===== src/rtl/mem_wb_pkg.sv =====
// rtl/mem_wb_pkg.sv - shared types and constants for the memory/writeback stage
package mem_wb_pkg;

  localparam int DEF_DATA_W         = 32;
  localparam int DEF_ADDR_W         = 32;
  localparam int DEF_REG_AW         = 3;
  localparam int DEF_TIMEOUT_CYCLES = 16;

  // Word accesses only: any set bit under this mask is a misaligned address.
  localparam logic [1:0] ALIGN_MASK = 2'b11;

  typedef enum logic [1:0] {
    IDLE     = 2'd0,
    MEM_WAIT = 2'd1,
    WB       = 2'd2
  } state_t;

  function automatic logic is_misaligned(input logic [1:0] addr_lsb);
    return |(addr_lsb & ALIGN_MASK);
  endfunction

endpackage


===== src/rtl/mem_wb_timeout.sv =====
// rtl/mem_wb_timeout.sv - saturating clear/enable counter with terminal-count flag
module mem_wb_timeout #(
  parameter int TIMEOUT_CYCLES = 16
) (
  input  logic clk,
  input  logic rst_n,
  input  logic clr,
  input  logic en,
  output logic tc
);

  localparam int CW = $clog2(TIMEOUT_CYCLES);
  localparam logic [CW-1:0] TC_VAL = CW'(TIMEOUT_CYCLES - 1);

  logic [CW-1:0] cnt;

  assign tc = (cnt == TC_VAL);

  // Stops at the terminal count so it can never wrap back to zero.
  always_ff @(posedge clk) begin
    if (!rst_n || clr) begin
      cnt <= '0;
    end else if (en && !tc) begin
      cnt <= cnt + 1'b1;
    end
  end

endmodule


===== src/rtl/mem_wb_stage.sv =====
// rtl/mem_wb_stage.sv - memory access and register writeback stage; optional bypass via MEM_WB_FWD_EN
module mem_wb_stage
  import mem_wb_pkg::*;
#(
  parameter int DATA_W         = DEF_DATA_W,
  parameter int ADDR_W         = DEF_ADDR_W,
  parameter int REG_AW         = DEF_REG_AW,
  parameter int TIMEOUT_CYCLES = DEF_TIMEOUT_CYCLES
) (
  input  logic              clk,
  input  logic              rst_n,
  input  logic              ex_valid,
  output logic              ex_ready,
  input  logic [DATA_W-1:0] ex_result,
  input  logic [REG_AW-1:0] ex_dest_reg,
  input  logic              ex_w_enable,
  input  logic              ex_is_load,
  input  logic              ex_is_store,
  input  logic [ADDR_W-1:0] ex_mem_addr,
  input  logic [DATA_W-1:0] ex_store_data,
  output logic              dm_req,
  output logic              dm_we,
  output logic [ADDR_W-1:0] dm_addr,
  output logic [DATA_W-1:0] dm_wdata,
  input  logic [DATA_W-1:0] dm_rdata,
  input  logic              dm_ack,
  output logic              rf_we,
  output logic [REG_AW-1:0] rf_waddr,
  output logic [DATA_W-1:0] rf_wdata,
  output logic              mem_err,
  input  logic              err_clr,
  output logic              fwd_valid,
  output logic [REG_AW-1:0] fwd_reg,
  output logic [DATA_W-1:0] fwd_value
);

  state_t            state;
  logic [REG_AW-1:0] dest_q;
  logic              tmo_tc;
  logic              mem_op;
  logic              bad_op;

  assign ex_ready = (state == IDLE);
  assign mem_op   = ex_is_load | ex_is_store;
  assign bad_op   = is_misaligned(ex_mem_addr[1:0]) | (ex_is_load & ex_is_store);

  mem_wb_timeout #(
    .TIMEOUT_CYCLES(TIMEOUT_CYCLES)
  ) u_timeout (
    .clk  (clk),
    .rst_n(rst_n),
    .clr  (state != MEM_WAIT),
    .en   ((state == MEM_WAIT) && !dm_ack),
    .tc   (tmo_tc)
  );

  always_ff @(posedge clk) begin
    if (!rst_n) begin
      state    <= IDLE;
      dm_req   <= 1'b0;
      dm_we    <= 1'b0;
      dm_addr  <= '0;
      dm_wdata <= '0;
      rf_we    <= 1'b0;
      rf_waddr <= '0;
      rf_wdata <= '0;
      mem_err  <= 1'b0;
      dest_q   <= '0;
    end else begin
      rf_we <= 1'b0;
      // Clear first so an error raised below in the same cycle wins.
      if (err_clr) mem_err <= 1'b0;
      case (state)
        IDLE: begin
          if (ex_valid) begin
            if (mem_op) begin
              if (bad_op) begin
                mem_err <= 1'b1;
              end else begin
                dm_req   <= 1'b1;
                dm_we    <= ex_is_store;
                dm_addr  <= ex_mem_addr;
                dm_wdata <= ex_is_store ? ex_store_data : '0;
                dest_q   <= ex_dest_reg;
                state    <= MEM_WAIT;
              end
            end else if (ex_w_enable) begin
              rf_we    <= 1'b1;
              rf_waddr <= ex_dest_reg;
              rf_wdata <= ex_result;
            end
          end
        end
        MEM_WAIT: begin
          // Ack is checked before the timeout so a last-cycle ack completes normally.
          if (dm_ack) begin
            dm_req <= 1'b0;
            if (!dm_we) begin
              rf_we    <= 1'b1;
              rf_waddr <= dest_q;
              rf_wdata <= dm_rdata;
              state    <= WB;
            end else begin
              state <= IDLE;
            end
          end else if (tmo_tc) begin
            dm_req  <= 1'b0;
            mem_err <= 1'b1;
            state   <= IDLE;
          end
        end
        WB:      state <= IDLE;
        default: state <= IDLE;
      endcase
    end
  end

`ifdef MEM_WB_FWD_EN
  // rf_we is already high for the whole WB cycle, so it covers the load bypass too.
  assign fwd_valid = rf_we;
  assign fwd_reg   = rf_waddr;
  assign fwd_value = rf_wdata;
`else
  assign fwd_valid = 1'b0;
  assign fwd_reg   = '0;
  assign fwd_value = '0;
`endif

endmodule


===== config.mk =====
export PLATFORM = sky130hd
export DESIGN_NAME = mem_wb_stage
export DESIGN_NICKNAME = d
export VERILOG_FILES = /design/src/rtl/mem_wb_pkg.sv /design/src/rtl/mem_wb_timeout.sv /design/src/rtl/mem_wb_stage.sv
export SDC_FILE = /design/constraint.sdc
export NUM_CORES = 1
export LEC_CHECK = 0
export CORE_ASPECT_RATIO = 1.1
export CORE_MARGIN = 2
export CORE_UTILIZATION = 25
export CTS_BUF_LIST = sky130_fd_sc_hd__clkbuf_4
export CTS_CLUSTER_SIZE = 14
export DETAILED_ROUTE_END_ITERATION = 8
export PLACE_DENSITY = 0.57
export SLEW_MARGIN = 20
export SYNTH_ARGS = -nofsm -noshare
export SYNTH_HDL_FRONTEND = slang
export SYNTH_SLANG_ARGS = --single-unit

===== constraint.sdc =====
create_clock -name clk -period 1.83 [get_ports clk]
set_input_delay 0.366 -clock clk [delete_from_list [all_inputs] [get_ports clk]]
set_output_delay 0.366 -clock clk [all_outputs]
set_load 0.05 [all_outputs]

==> metrics.txt, run 1 <==
initial DRC count=105; DR DRC count=0; slowest stage delay, CP=around 0.50 ns; routed wire length=15000 um; Core ar.=roughly 20000 um^2; CP Class=reg -> out; DR pass1 iterations=4; final setup fails=0; first-pass GRT wire length=~24000 um; CTS clk-pin slew, worst paths=between 0.15 and 0.2 ns; GR met2 Demand/Resource=between 20 and 25%; Die Area=about 22000 um^2; share of cells above drive strength 1=between 20% and 30%; sequential fraction of the synthesis area=42.7%; Worst IR Drop VDD=~0.0003 V; crit end category=output port; Crit path arrival time=approximately 1.4 ns; Final Max Tran Viols=0; Synth Area in XOR/XNOR=0.167%; Gate Count Post-Synth=~550; final hold vios=0; R2R cell count=4; Final Skew=between 0.02 and 0.025 ns; Post-DP Area=7640 um^2; die width=142 um; GR Util met3=under 10%; Final HPWL DP=about 11000 um; Hold WS=0.219 ns; CP Launch Type=flip-flop; GRT Max-Usage Layer=met2; pwr dens=659 nW/um^2; die span in y=around 160 um; gp weighted congestion=between 0.7 and 0.8; Leakage=2.95 nW; gr ovfl total=0; post-layout minimum cycle time=between 1.5 and 2 ns; mean post-synth cell area=slightly below 10 um^2; Final Cycle Share=between 90 and 100%; Mapped Area=about 5200 um^2; I/O Buffers=roughly 240; Num CTS Buffers=9; CP Cell Sequence=clkdlybuf4s15_1; simple-gate share of the synthesized area=between 10 and 15%; Routed Antenna Nets=0; RSZ-0062 raised after global routing=false; status=finished clean; path length in cells of the critical path=1; hold_sp=rst_n; Min-Delay Path Depth=3; post-DR vias/cell=approximately 4.4; GRT Util Overall=13.3%; crit-path leading delay family=buffers and inverters; vias in the first global route=between 4000 and 5000; compound-cell area share of the yosys netlist=13.0%; CTS Buffer Depth=2; post-route cell area=7790 um^2; clock sink total=between 100 and 150; asr flop ratio synth=0%; initial antenna violation count=1; adder-cell area share of the yosys netlist=less than 1%; # H-tree levels=3; Critical Path RT=1.46 ns; Worst-Skew Late Latency=around 0.49 ns; Layout area overhead=48.5%; met1 Use GR=16.7%; Netlist cell types=37; pin count of the biggest net entering global routing=just under 80; average wire per standard cell=about 15 um; reg-to-reg slack, setup=between 0.2 and 0.25 ns; Top FF cell, synth=dfxtp_1; via count=~4600; CP Buf/Inv Count=1; Critical path origin=dm_addr[8]$_SDFFE_PN0P_; FILL cells=~2100; TritonCTS clock tree=done; root buffer cell=clkbuf_4; mux share of post-synthesis cell area=about a fifth; max_cap viols=0; EDFF count, synth=0; worst-path fanout max=2; RR Startpoint=state[0]$_SDFFE_PN0P_; I/O pin count=between 200 and 300; largest family of logic cells by synthesized area=multiplexers; CP max-delay cell=clkdlybuf4s15_1; Diodes inserted=0; Hold Path Class=in -> reg; Highest Clock Rate=just under 0.6 GHz; Initial Utilization=between 20% and 30%; # rows=55; Yosys warning total=0; FF+latch count, synth=112; nets@finish=approximately 910; buffers inserted by post-CTS timing repair=0
-- per-layer routing --
metal / part of all wire [%] / wire, um / vias up
met5: 0.080 / 12 / -
met2: 46 / 6840 / 181
li1: - / - / 2300
met1: 44 / 6530 / 2071
met4: 1.4 / 208 / 2
met3: 9.4 / 1410 / 16
-- layout by cell type (no fill, tap or decap), drive strengths merged, types with 2 or more instances in the layout --
cell / Yosys / layout
conb: 1 / 36
o21a: 2 / 2
nand3: 34 / 34
nor3b: 4 / 4
o21ai: 2 / 2
clkinv: 1 / 3
nor2: 3 / 3
a211oi: 70 / 70
clkbuf: 22 / 9
buf: 65 / 121
nor2b: 2 / 2
nand2: 101 / 101
clkdlybuf4s15: 0 / 4
o311ai: 2 / 2
and3: 4 / 4
mux2i: 101 / 101
dfxtp: 112 / 112
o41ai: 2 / 2
inv: 1 / 4
clkdlybuf4s50: 0 / 137
or3: 2 / 2
a21oi: 4 / 4
-- where the power goes --
group / total, mW / internal (mW) / switching (mW)
logic: 1.25 / 0.527 / 0.725
clock network: 1.33 / 0.432 / 0.895
registers: 2.55 / 2.51 / 0.0398
-- timing repair --
| action | CTS | global route |
|---|---|---|
| endpoints found under the hold margin | 0 | 0 |
| hold buffers | 0 | 0 |
| resized for setup | 5 | 5 |
| endpoints found under the setup margin | 5 | 5 |
-- path summary, 6_finish.rpt --
kind | to
worst min register to register | dm_wdata[25]$_SDFFE_PN0P_
worst max register to register | u_timeout.cnt[3]$_SDFFE_PP0P_
worst max-delay path | dm_addr[8]
worst min-delay path | dm_wdata[5]$_SDFFE_PN0P_
-- cell usage after synthesis (3+ instances only) --
cell	n	area, um^2
a211oi_1	60	450
a211oi_2	10	125
a21oi_1	4	20.0
and3_1	4	25.0
buf_2	10	50.1
buf_4	48	360
buf_6	7	78.8
clkbuf_1	22	82.6
dfxtp_1	112	2240
mux2i_1	101	1010
nand2_1	101	379
nand3_1	34	170
nor2_1	3	11.3
-- kinds of logic (layout without fill, tap and decap cells) --
logic type | after synthesis | after routing
xor gates and xnor gates | 1 | 1
muxes | 101 | 101
AOI/OAI and AO/OA | 85 | 85
buffers and inverters | 89 | 280
DFF | 112 | 112
adders and majority gates | 1 | 1
and+or+nand+nor | 156 | 156
other | 1 | 36
-- sequential cells by signal, indices dropped and copies added, names as in the netlist --
signal         cells
dest_q             3
dm_addr           32
dm_req             1
dm_wdata          32
dm_we              1
mem_err            1
rf_waddr           3
rf_wdata          32
rf_we              1
state              2
u_timeout.cnt      4
-- metrics by stage --
| stage | setup WS [ns] | instances | setup TNS, ns | power, mW | utilization (%) |
|---|---|---|---|---|---|
| global route | 0.00674 | 1028 | 0 | 5.41 | 37.9 |
| floorplan | 0.228 | 581 | 0 | 3.39 | - |
| CTS | 0.0209 | 1028 | 0 | 5.23 | 37.8 |
| detailed placement | -0.211 | 1012 | -14.73 | 3.86 | 37.1 |
| global placement | -0.160 | 1012 | -13.92 | 3.86 | 37.1 |
| finish | 0.105 | 1028 | 0 | 5.13 | 37.9 |
-- cell type report --
class                           count  area [um^2]  area share [%]
Sequential cell                   112         2240            28.8
Tap cell                          256          320            4.11
Clock inverter                      7         77.6           0.996
Timing Repair Buffer              262         2480            31.9
Inverter                            2         7.51          0.0964
Clock buffer                        9         67.6           0.867
Multi-Input combinational cell    380         2590            33.3
(Power assumes the default switching activity.)
==> run 2, diff against run 1 <==
Settings changed: CAP_MARGIN set to 20.
==> results of run 2 <==
The final DEF is identical to that of run 1; final timing and power are the same.
